### config.mk
export PLATFORM = sky130hd
export DESIGN_NAME = shield_write_line_assembler_flat
export DESIGN_NICKNAME = d
export VERILOG_FILES = /design/src/rtl/shield_write_line_assembler_if.sv /design/src/rtl/shield_write_line_assembler.sv /design/src/flat_wrapper.sv
export SDC_FILE = /design/constraint.sdc
export NUM_CORES = 2
export LEC_CHECK = 0
export ABC_AREA = 0
export CAP_MARGIN = 0
export CORE_AREA = 2 2 264 461
export CTS_CLUSTER_DIAMETER = 80
export CTS_CLUSTER_SIZE = 12
export DETAILED_ROUTE_END_ITERATION = 7
export DIE_AREA = 0 0 266 463
export PLACE_DENSITY = 0.71
export SLEW_MARGIN = 15
export SYNTH_ARGS = -nofsm -noshare
export SYNTH_HDL_FRONTEND = slang
export SYNTH_SLANG_ARGS = --single-unit
### constraint.sdc
create_clock -name clk -period 80.7 [get_ports clk]
set_clock_uncertainty 0.1 [all_clocks]
set_input_delay 16.14 -clock clk [delete_from_list [all_inputs] [get_ports clk]]
set_output_delay 16.14 -clock clk [all_outputs]
set_load 0.05 [all_outputs]
### src/rtl/shield_write_line_assembler_if.sv
// Bundle of the CL write-data channel, the request channel and the line
// output channel of the write line assembler.
//
// Handshakes: each channel transfers on a rising clk edge where its valid
// and ready are both high. The sender keeps valid and its payload stable
// until that transfer happens. The receiver may change ready freely.
// Channels: W (s_axi_wvalid/s_axi_wready), request (req_val/req_rdy) and
// line out (cache_line_val/cache_line_rdy).
interface shield_write_line_assembler_if #(
  parameter int CL_ID_WIDTH   = 6,
  parameter int CL_DATA_WIDTH = 64,
  parameter int LINE_WIDTH    = 512,
  parameter int OFFSET_WIDTH  = 6
);
  localparam int BEATS = LINE_WIDTH / CL_DATA_WIDTH;

  logic [CL_ID_WIDTH-1:0]       s_axi_wid;
  logic [CL_DATA_WIDTH-1:0]     s_axi_wdata;
  logic [CL_DATA_WIDTH/8-1:0]   s_axi_wstrb;
  logic                         s_axi_wlast;
  logic                         s_axi_wvalid;
  logic                         s_axi_wready;
  logic [7:0]                   req_burst_count;
  logic [OFFSET_WIDTH-1:0]      req_start_offset;
  logic                         req_val;
  logic                         req_rdy;
  logic [LINE_WIDTH-1:0]        cache_line;
  logic [LINE_WIDTH/8-1:0]      cache_line_byte_en;
  logic [BEATS-1:0]             cache_line_beat_en;
  logic                         cache_line_last;
  logic                         cache_line_val;
  logic                         cache_line_rdy;

  // Assembler side
  modport slave (
    input  s_axi_wid, s_axi_wdata, s_axi_wstrb, s_axi_wlast, s_axi_wvalid,
    output s_axi_wready,
    input  req_burst_count, req_start_offset, req_val,
    output req_rdy,
    output cache_line, cache_line_byte_en, cache_line_beat_en, cache_line_last, cache_line_val,
    input  cache_line_rdy
  );

  // CL / shield datapath side
  modport master (
    output s_axi_wid, s_axi_wdata, s_axi_wstrb, s_axi_wlast, s_axi_wvalid,
    input  s_axi_wready,
    output req_burst_count, req_start_offset, req_val,
    input  req_rdy,
    input  cache_line, cache_line_byte_en, cache_line_beat_en, cache_line_last, cache_line_val,
    output cache_line_rdy
  );
endinterface

### src/rtl/shield_write_line_assembler.sv
// Write line assembler: collects W beats into two ping-pong line buffers
// (data, byte enables, beat enables) and emits complete lines in close
// order. Requests may start mid-line and span several lines. A WLAST that
// disagrees with the beat count produces a one-cycle err_wlast pulse.
module shield_write_line_assembler #(
  parameter int CL_ID_WIDTH   = 6,
  parameter int CL_DATA_WIDTH = 64,
  parameter int LINE_WIDTH    = 512,
  parameter int OFFSET_WIDTH  = 6
) (
  input  logic                          clk,
  input  logic                          rst,
  shield_write_line_assembler_if.slave  bus,
  output logic                          busy,
  output logic                          err_wlast,
  output logic                          dbg_state
);
  localparam int BEATS  = LINE_WIDTH / CL_DATA_WIDTH;
  localparam int IDX_W  = (BEATS > 1) ? $clog2(BEATS) : 1;
  localparam int STRB_W = CL_DATA_WIDTH / 8;
  localparam int BEN_W  = LINE_WIDTH / 8;
  localparam logic [IDX_W-1:0] IDX_LAST = IDX_W'(BEATS - 1);

  typedef enum logic {S_IDLE = 1'b0, S_FILL = 1'b1} state_t;

  state_t             state_q, state_d;
  logic               req_rdy_q, req_rdy_d;
  logic               wready_q, wready_d;
  logic               err_q, err_d;
  logic [IDX_W-1:0]   beat_idx_q, beat_idx_d;
  logic [7:0]         remaining_q, remaining_d;
  logic               alloc_q, alloc_d;     // buffer wr_sel is open for assembly
  logic               wr_sel_q, wr_sel_d;   // buffer being assembled
  logic               rd_sel_q, rd_sel_d;   // oldest closed buffer
  logic [1:0]         full_q, full_d;
  logic [1:0]         last_q, last_d;
  logic [LINE_WIDTH-1:0] data_q [2];
  logic [LINE_WIDTH-1:0] data_d [2];
  logic [BEN_W-1:0]      be_q   [2];
  logic [BEN_W-1:0]      be_d   [2];
  logic [BEATS-1:0]      ben_q  [2];
  logic [BEATS-1:0]      ben_d  [2];

  logic accept_req;
  logic beat_acc;
  logic final_beat;
  logic [IDX_W-1:0] start_idx;

  // Only the beat-select bits of the offset matter; wid is not used.
  logic unused_inputs;
  assign unused_inputs = ^{bus.s_axi_wid, bus.req_start_offset};

  assign start_idx = (BEATS > 1) ? bus.req_start_offset[OFFSET_WIDTH-1 -: IDX_W] : '0;

  // Next-state logic: request accept, beat assembly, line close and drain.
  // Because wready is registered from next state, a buffer freed by a drain
  // is only allocatable from the following cycle. Lines close alternately
  // into the two buffers and drain alternately, so output follows close order.
  always_comb begin
    state_d     = state_q;
    beat_idx_d  = beat_idx_q;
    remaining_d = remaining_q;
    alloc_d     = alloc_q;
    wr_sel_d    = wr_sel_q;
    rd_sel_d    = rd_sel_q;
    full_d      = full_q;
    last_d      = last_q;
    data_d      = data_q;
    be_d        = be_q;
    ben_d       = ben_q;
    err_d       = 1'b0;

    accept_req = (state_q == S_IDLE) && req_rdy_q && bus.req_val;
    beat_acc   = (state_q == S_FILL) && wready_q && bus.s_axi_wvalid;
    final_beat = (remaining_q == 8'd1);

    if (accept_req && (bus.req_burst_count != 8'd0)) begin
      state_d     = S_FILL;
      beat_idx_d  = start_idx;
      remaining_d = bus.req_burst_count;
    end

    if (beat_acc) begin
      if (!alloc_q) begin
        data_d[wr_sel_q] = '0;
        be_d[wr_sel_q]   = '0;
        ben_d[wr_sel_q]  = '0;
      end
      data_d[wr_sel_q][beat_idx_q*CL_DATA_WIDTH +: CL_DATA_WIDTH] = bus.s_axi_wdata;
      be_d[wr_sel_q][beat_idx_q*STRB_W +: STRB_W]                 = bus.s_axi_wstrb;
      ben_d[wr_sel_q][beat_idx_q]                                 = 1'b1;
      alloc_d     = 1'b1;
      remaining_d = remaining_q - 8'd1;
      beat_idx_d  = (beat_idx_q == IDX_LAST) ? '0 : beat_idx_q + 1'b1;
      err_d       = (bus.s_axi_wlast != final_beat);
      if ((beat_idx_q == IDX_LAST) || final_beat) begin
        full_d[wr_sel_q] = 1'b1;
        last_d[wr_sel_q] = final_beat;
        alloc_d          = 1'b0;
        wr_sel_d         = ~wr_sel_q;
        if (final_beat) begin
          state_d = S_IDLE;
        end
      end
    end

    if (full_q[rd_sel_q] && bus.cache_line_rdy) begin
      full_d[rd_sel_q] = 1'b0;
      rd_sel_d         = ~rd_sel_q;
    end

    req_rdy_d = (state_d == S_IDLE);
    wready_d  = (state_d == S_FILL) && (alloc_d || !full_d[wr_sel_d]);
  end

  // State and buffer registers; reset discards every pending line.
  always_ff @(posedge clk or posedge rst) begin
    if (rst) begin
      state_q     <= S_IDLE;
      req_rdy_q   <= 1'b0;
      wready_q    <= 1'b0;
      err_q       <= 1'b0;
      beat_idx_q  <= '0;
      remaining_q <= '0;
      alloc_q     <= 1'b0;
      wr_sel_q    <= 1'b0;
      rd_sel_q    <= 1'b0;
      full_q      <= '0;
      last_q      <= '0;
      data_q      <= '{default: '0};
      be_q        <= '{default: '0};
      ben_q       <= '{default: '0};
    end else begin
      state_q     <= state_d;
      req_rdy_q   <= req_rdy_d;
      wready_q    <= wready_d;
      err_q       <= err_d;
      beat_idx_q  <= beat_idx_d;
      remaining_q <= remaining_d;
      alloc_q     <= alloc_d;
      wr_sel_q    <= wr_sel_d;
      rd_sel_q    <= rd_sel_d;
      full_q      <= full_d;
      last_q      <= last_d;
      data_q      <= data_d;
      be_q        <= be_d;
      ben_q       <= ben_d;
    end
  end

  // Line output presents the oldest FULL buffer, zero when none is valid.
  assign bus.cache_line_val     = full_q[rd_sel_q];
  assign bus.cache_line         = full_q[rd_sel_q] ? data_q[rd_sel_q] : '0;
  assign bus.cache_line_byte_en = full_q[rd_sel_q] ? be_q[rd_sel_q]   : '0;
  assign bus.cache_line_beat_en = full_q[rd_sel_q] ? ben_q[rd_sel_q]  : '0;
  assign bus.cache_line_last    = full_q[rd_sel_q] && last_q[rd_sel_q];
  assign bus.req_rdy            = req_rdy_q;
  assign bus.s_axi_wready       = wready_q;
  assign busy                   = (state_q != S_IDLE) || (|full_q);
  assign err_wlast              = err_q;
  assign dbg_state              = logic'(state_q);
endmodule

### src/flat_wrapper.sv
// flat-port wrapper written by rule: the top's interface ports become plain ports
module shield_write_line_assembler_flat 
#(
  parameter int CL_ID_WIDTH   = 6,
  parameter int CL_DATA_WIDTH = 64,
  parameter int LINE_WIDTH    = 512,
  parameter int OFFSET_WIDTH  = 6
)
  (clk, rst, busy, err_wlast, dbg_state, bus_s_axi_wid, bus_s_axi_wdata, bus_s_axi_wstrb, bus_s_axi_wlast, bus_s_axi_wvalid, bus_s_axi_wready, bus_req_burst_count, bus_req_start_offset, bus_req_val, bus_req_rdy, bus_cache_line, bus_cache_line_byte_en, bus_cache_line_beat_en, bus_cache_line_last, bus_cache_line_val, bus_cache_line_rdy);
  shield_write_line_assembler_if #(.CL_ID_WIDTH(CL_ID_WIDTH), .CL_DATA_WIDTH(CL_DATA_WIDTH), .LINE_WIDTH(LINE_WIDTH), .OFFSET_WIDTH(OFFSET_WIDTH)) bus_i ();
  input  logic clk;
  input  logic rst;
  output logic busy;
  output logic err_wlast;
  output logic dbg_state;
  input wire logic [$bits(bus_i.s_axi_wid)-1:0] bus_s_axi_wid;
  input wire logic [$bits(bus_i.s_axi_wdata)-1:0] bus_s_axi_wdata;
  input wire logic [$bits(bus_i.s_axi_wstrb)-1:0] bus_s_axi_wstrb;
  input wire logic [$bits(bus_i.s_axi_wlast)-1:0] bus_s_axi_wlast;
  input wire logic [$bits(bus_i.s_axi_wvalid)-1:0] bus_s_axi_wvalid;
  output wire logic [$bits(bus_i.s_axi_wready)-1:0] bus_s_axi_wready;
  input wire logic [$bits(bus_i.req_burst_count)-1:0] bus_req_burst_count;
  input wire logic [$bits(bus_i.req_start_offset)-1:0] bus_req_start_offset;
  input wire logic [$bits(bus_i.req_val)-1:0] bus_req_val;
  output wire logic [$bits(bus_i.req_rdy)-1:0] bus_req_rdy;
  output wire logic [$bits(bus_i.cache_line)-1:0] bus_cache_line;
  output wire logic [$bits(bus_i.cache_line_byte_en)-1:0] bus_cache_line_byte_en;
  output wire logic [$bits(bus_i.cache_line_beat_en)-1:0] bus_cache_line_beat_en;
  output wire logic [$bits(bus_i.cache_line_last)-1:0] bus_cache_line_last;
  output wire logic [$bits(bus_i.cache_line_val)-1:0] bus_cache_line_val;
  input wire logic [$bits(bus_i.cache_line_rdy)-1:0] bus_cache_line_rdy;
  assign bus_i.s_axi_wid = bus_s_axi_wid;
  assign bus_i.s_axi_wdata = bus_s_axi_wdata;
  assign bus_i.s_axi_wstrb = bus_s_axi_wstrb;
  assign bus_i.s_axi_wlast = bus_s_axi_wlast;
  assign bus_i.s_axi_wvalid = bus_s_axi_wvalid;
  assign bus_s_axi_wready = bus_i.s_axi_wready;
  assign bus_i.req_burst_count = bus_req_burst_count;
  assign bus_i.req_start_offset = bus_req_start_offset;
  assign bus_i.req_val = bus_req_val;
  assign bus_req_rdy = bus_i.req_rdy;
  assign bus_cache_line = bus_i.cache_line;
  assign bus_cache_line_byte_en = bus_i.cache_line_byte_en;
  assign bus_cache_line_beat_en = bus_i.cache_line_beat_en;
  assign bus_cache_line_last = bus_i.cache_line_last;
  assign bus_cache_line_val = bus_i.cache_line_val;
  assign bus_i.cache_line_rdy = bus_cache_line_rdy;
  shield_write_line_assembler #(.CL_ID_WIDTH(CL_ID_WIDTH), .CL_DATA_WIDTH(CL_DATA_WIDTH), .LINE_WIDTH(LINE_WIDTH), .OFFSET_WIDTH(OFFSET_WIDTH)) u_core (.clk(clk), .rst(rst), .bus(bus_i), .busy(busy), .err_wlast(err_wlast), .dbg_state(dbg_state));
endmodule
# Word level (Yosys, flattened, before mapping)

Cells that the tools add are included.

Input bits: 98
Register bits after elaboration: 1190
Logic and storage cells: 136
Memory bits (writable): 0
Latch bits: 0
Memories kept: 0
Memory bits (read-only): 0

Reductions and logical operators: 20
Equality and inequality tests: 3
Shift-type cells: 4
Bitwise logic cells: 16
Muxes and demuxes: 62
Add/sub/neg operators: 4
Div/mod/pow operators: 0
Magnitude comparators: 10
Multipliers: 0

Operators with widths:

| cell                                                                       | count |
|---|---|
| 512-bit two-way mux                                                        | 6 |
| 1024-bit two-way mux                                                       | 2 |
| 1024-bit AND                                                               | 1 |
| 1024-bit bitwise mux                                                       | 1 |
| 512-bit demux with 1-bit select                                            | 2 |
| 1024-bit NOT                                                               | 1 |
| 64-bit by 34-bit variable shift with 512-bit output (first input constant) | 1 |
| 64-bit by 34-bit variable part select with 512-bit output                  | 1 |
| 64-bit two-way mux                                                         | 6 |
| 128-bit two-way mux                                                        | 2 |
| 128-bit AND                                                                | 1 |
| 128-bit bitwise mux                                                        | 1 |
| 64-bit demux with 1-bit select                                             | 2 |
| 128-bit NOT                                                                | 1 |
| 8-bit two-way mux                                                          | 8 |
| 8-bit by 34-bit variable shift with 64-bit output (first input constant)   | 1 |
| 8-bit by 34-bit variable part select with 64-bit output                    | 1 |
| 6-bit negation with 34-bit output                                          | 1 |
| 9-bit negation with 34-bit output                                          | 1 |
| 16-bit two-way mux                                                         | 2 |
| 1-bit two-way mux                                                          | 18 |
| 16-bit AND                                                                 | 1 |
| 8-bit demux with 1-bit select                                              | 2 |
| 16-bit NOT                                                                 | 1 |
| 29 further kinds                                                           | 55 |

# Depth between registers and ports, before layout

Depth in word-level cells: 14
Depth in mapped cells: 11
Depth with buffers taken out: 8

# Least setup slack after synthesis

Ideal clock, no wire load.

Path kind: register to output
Start point: register u_core.rd_sel_q
End point: output port bus_cache_line[100]
Arrival time: 1.994 ns
Buffers on the path: 4
Setup slack: 62.466 ns
Cell stages (with the launch flop): 7
Cells stage by stage: dfrtp_1 -> clkbuf_1 -> clkbuf_1 -> clkbuf_1 -> buf_2 -> mux2i_1 -> nor2_1

Word-level cells in the longest chain between the ends: 5

Ends and longest elaborated chain:

| item                                                    | line                               | text |
|---|---|---|
| start: declaration                                      | shield_write_line_assembler.sv:34  | `logic rd_sel_q, rd_sel_d;` |
| start signal: assignment                                | shield_write_line_assembler.sv:142 | `rd_sel_q <= rd_sel_d;` |
| 1-bit NOT with 2-bit output (not written as such)       | shield_write_line_assembler.sv:153 | `assign bus.cache_line = full_q[rd_sel_q] ? data_q[rd_sel_q] : '0;` |
| 512-bit two-way mux (not written as such) (3 in series) | shield_write_line_assembler.sv:153 |  |
| 512-bit two-way mux *                                   | shield_write_line_assembler.sv:153 |  |
| end: declaration                                        | flat_wrapper.sv:26                 | `output wire logic [$bits(bus_i.cache_line)-1:0] bus_cache_line;` |

Mark *: on every way between the ends. The rest lies on a longest branch, timed or not. The select of a mux whose other input is x is not followed.

# Final worst setup path

Start point: register u_core.rd_sel_q
End point: output port bus_cache_line[430]

Same word-level chain as after synthesis.

==> impl_results.rst <==
.. list-table::
   :header-rows: 1

   * - Metric
     - Value
   * - Status
     - completed
   * - HP Class
     - register to register
   * - Endpoint of the worst hold path
     - u_core.data_q[365]
   * - Worst hold path startpoint
     - u_core.data_q[365]
   * - Worst hold path cell count
     - 2
   * - Seq pwr share
     - 44.0%
   * - Placeable core region
     - 0.119 mm^2
   * - Relative max-transition margin
     - 16.4%
   * - Maximum capacitance violations
     - 0
   * - Share of flip-flops with an asynchronous set or reset after synthesis
     - 100%
   * - Maximum fanout along the worst path
     - 55
   * - Yosys warns
     - 0
   * - Endpoint arrival time on the critical path
     - between 5 and 6 ns
   * - Level count of the clock H-tree
     - 3
   * - Critical path data required time
     - 64.46 ns
   * - Drt via density
     - between 6 and 7
   * - Kind of cell with the highest combined delay on the critical path
     - buffers and inverters
   * - Number of buffers added on ports
     - a little under 700
   * - Count of final max-slew check failures
     - 0
   * - Switching power share of the total
     - 35.7%
   * - Ratio of cells with drive above 1 in the final layout
     - 5.11%
   * - Routed Antenna Nets
     - 0
   * - Total buffers and inverters traversed by the critical path
     - 4
   * - Post-CTS setup buffer count
     - 0
   * - Final-layout worst hold slack
     - 0.377 ns
   * - Clk sink count
     - 1190
   * - Inserted Clock Buffers
     - 109
   * - Clock tree from TritonCTS
     - yes
   * - Total negative setup slack
     - 0 ns
   * - Number of nets produced by synthesis
     - 4566
   * - Setup CP Type
     - register to output port
   * - Final worst-path cycle share
     - 27.5%
   * - Worst-margin pin slew
     - between 1 and 1.5 ns
   * - Unrepaired setup endpoints after global routing
     - no
   * - Origin of the critical flop-to-flop path
     - u_core.beat_idx_q[0]
   * - Die width
     - approximately 270 um
   * - Clock input transition at the sequential cells of the worst setup and hold paths
     - 0.07 ns
   * - Fmax achieved
     - 0.0450 GHz
   * - Pin count of the biggest net entering global routing
     - slightly below 200
   * - Max stage delay cell, worst path
     - sky130_fd_sc_hd__dfrtp_4
   * - Starting utilization of the core area
     - 43.6%
   * - Cell repeated most along the worst path
     - sky130_fd_sc_hd__buf_4
   * - Clock Power Share
     - 26.4%
   * - Wire length per cell after detailed routing
     - 29.0 um
   * - Leading cell type in the layout, fill and taps excluded
     - sky130_fd_sc_hd__dfrtp_1
   * - Antenna violations before repair
     - 4
   * - Routed wire length
     - ~180000 um
   * - Post-synth EDFFs
     - 0
   * - CTS Hold Bufs
     - 0
   * - Floorplan die height
     - 463 um
   * - Global-route congestion overflow total
     - 0
   * - Hold Fails Final Rpt
     - 0
   * - Number of top-level design ports
     - 689
   * - Worst reg2reg path endpoint
     - u_core.data_q[739]
   * - Max incr delay on CP
     - 1.04 ns
   * - Netlist Area Pre-Place
     - 0.0521 mm^2
   * - Synthesized netlist cell count
     - ~4500
   * - Worst reg-to-reg setup slack
     - 75.66 ns
   * - Violation count after the first detailed-route iteration
     - about 4500
   * - Global Route Usage Sum
     - 29.5%
   * - Number of global-route vias before repair
     - 40200
   * - Insertion delay to the later sink of the worst-skew pair
     - between 0.7 and 0.8 ns
   * - Placer's final routability congestion estimate
     - approximately 0.83
   * - Min Clock Period, post-route
     - 22.21 ns
   * - Part of the Yosys area used for sequential elements
     - between 50% and 60%
   * - Prevailing post-synth register cell
     - sky130_fd_sc_hd__dfrtp_1
   * - CP Cell Sequence
     - buf_4, buf_4, buf_4, mux2i_1, nor2_1, clkdlybuf4s50_1
   * - Category of the worst setup path capture point
     - output port
   * - Synthesized area divided by synthesized cell count
     - between 10 and 15 um^2
   * - Fraction of power consumed by combinational cells
     - 29.6%
   * - Sw Pwr
     - around 630 uW
   * - Fin nets
     - approximately 5000
   * - Max rail drop VDD
     - 28.1 uV
   * - Overall die area
     - ~0.12 mm^2
   * - Number of synthesized register bits
     - 1190
   * - Total vias in the final route
     - 40100
   * - Leak Pwr
     - 28.4 nW
   * - Total power divided by cell area
     - 28.3 mW/mm^2
   * - Nature of the critical path startpoint
     - register
   * - Post-DP HPWL
     - 111000 um
   * - Cell Int Power
     - 1.13 mW
   * - Total iterations of the first detailed-routing run
     - 5
   * - Distinct cell type count after synthesis
     - 57
   * - DRC errors left
     - 0
   * - Commonest cells after routing, fill and taps aside
     - 1189 x sky130_fd_sc_hd__dfrtp_1, 679 x sky130_fd_sc_hd__clkdlybuf4s50_1, 641 x sky130_fd_sc_hd__a22o_1
   * - Area growth from synthesis to layout
     - 18.9%
   * - Row cnt
     - between 150 and 200
   * - Root buffer selected by CTS
     - sky130_fd_sc_hd__clkbuf_16
   * - Count of endpoints failing setup in the final report
     - 0
   * - Maximum count of clock buffers along a single path
     - 3
   * - Cts repair resizes
     - 0
   * - Reg2reg path depth
     - 9
   * - Global-route wire length before repair
     - 273000 um
[metal layers]
layer / GRT usage, % / wire [um]
met1: 40.7 / 77300
met2: 46.1 / 85200
met3: 4.66 / 13900
met4: 13.0 / 8160
met5: 0 / 12
[stage by stage]
stage / util, % / instances / total power, mW / worst slack [ns] / cell area (um^2)
after global placement: 49.4 / 6241 / 1.28 / 59.28 / 59000
after floorplan: - / 4461 / 1.15 / 30.94 / 52100
after detailed placement: 49.4 / 6241 / 1.29 / 59.30 / 59000
final: 51.9 / 6365 / 1.75 / 58.49 / 61900
after global routing: 51.8 / 6362 / 1.82 / 58.31 / 61900
after CTS: 51.8 / 6359 / 1.75 / 58.49 / 61800
[power groups by stage]
stage	logic, mW	registers [mW]	clock network, mW
after detailed placement	0.513	0.778	0
after floorplan	0.386	0.759	0
after global placement	0.506	0.773	0
final	0.520	0.771	0.463
after global routing	0.550	0.782	0.492
after CTS	0.515	0.768	0.470
[synth_stat cells (all sizes together) (4+ instances only)]
cell type     n  share of area (%)
a21oi         9              0.087
nand3         9               0.13
nor4          5              0.060
mux2i       587                 11
clkbuf      152                1.1
o2bb2ai     162                2.7
o21ai       233                2.2
buf         341                3.6
ha            7               0.17
inv          12              0.091
dfrtp      1190                 57
o211ai        5              0.072
nand2       307                2.4
nor3          4              0.089
nor2        617                4.6
a32o        141                2.7
a22o        641                 11
[registers in the layout, indices dropped and copies added (netlist names), 2 cells and up]
signal              cells
u_core.be_q           128
u_core.beat_idx_q       3
u_core.ben_q           16
u_core.data_q        1024
u_core.full_q           2
u_core.last_q           2
u_core.remaining_q      8
[how the worst max path moves through the flow]
stage | endpoint | start | slack [ns] | cells after the start
3_5_place_dp | bus_cache_line[248] | u_core.rd_sel_q | 59.30 | 6
2_1_floorplan | u_core.alloc_q | rst | 30.94 | 1
4_1_cts | bus_cache_line[52] | u_core.rd_sel_q | 58.49 | 6
5_1_grt | bus_cache_line[245] | u_core.rd_sel_q | 58.31 | 6
6_report | bus_cache_line[430] | u_core.rd_sel_q | 58.49 | 6
3_3_place_gp | bus_cache_line[55] | u_core.rd_sel_q | 59.28 | 6
[area by class of cell]
class / count / area [um^2]
clock inverters: 5 / 58.8
repair buffers: 745 / 7370
multi-input cells: 2766 / 19900
fillers: 10300 / 57500
well taps: 1530 / 1910
flip-flops and latches: 1190 / 29800
clock buffers: 113 / 2810
inverters: 12 / 55.1
diodes: 4 / 10.0
[worst min-delay path: stages, from the launching register on]
cell	delay [ns]
sky130_fd_sc_hd__dfrtp_1	0.34
sky130_fd_sc_hd__nand2_1	0.04
sky130_fd_sc_hd__o21ai_0	0.06
[cell families (layout without fill, tap and decap cells)]
logic type	after synthesis	in the layout	share of synthesized area [%]
flip-flops	1190	1190	57.2
AO/OA/AOI/OAI	1209	1209	19.0
buffers and inverters	505	875	4.84
adder cells (fa/ha/maj)	7	7	0.168
other	0	4	0
multiplexers	587	587	11.3
AND/OR/NAND/NOR	962	962	7.51
XOR/XNOR	1	1	0.0168
Power figures use the tool's default switching activity.
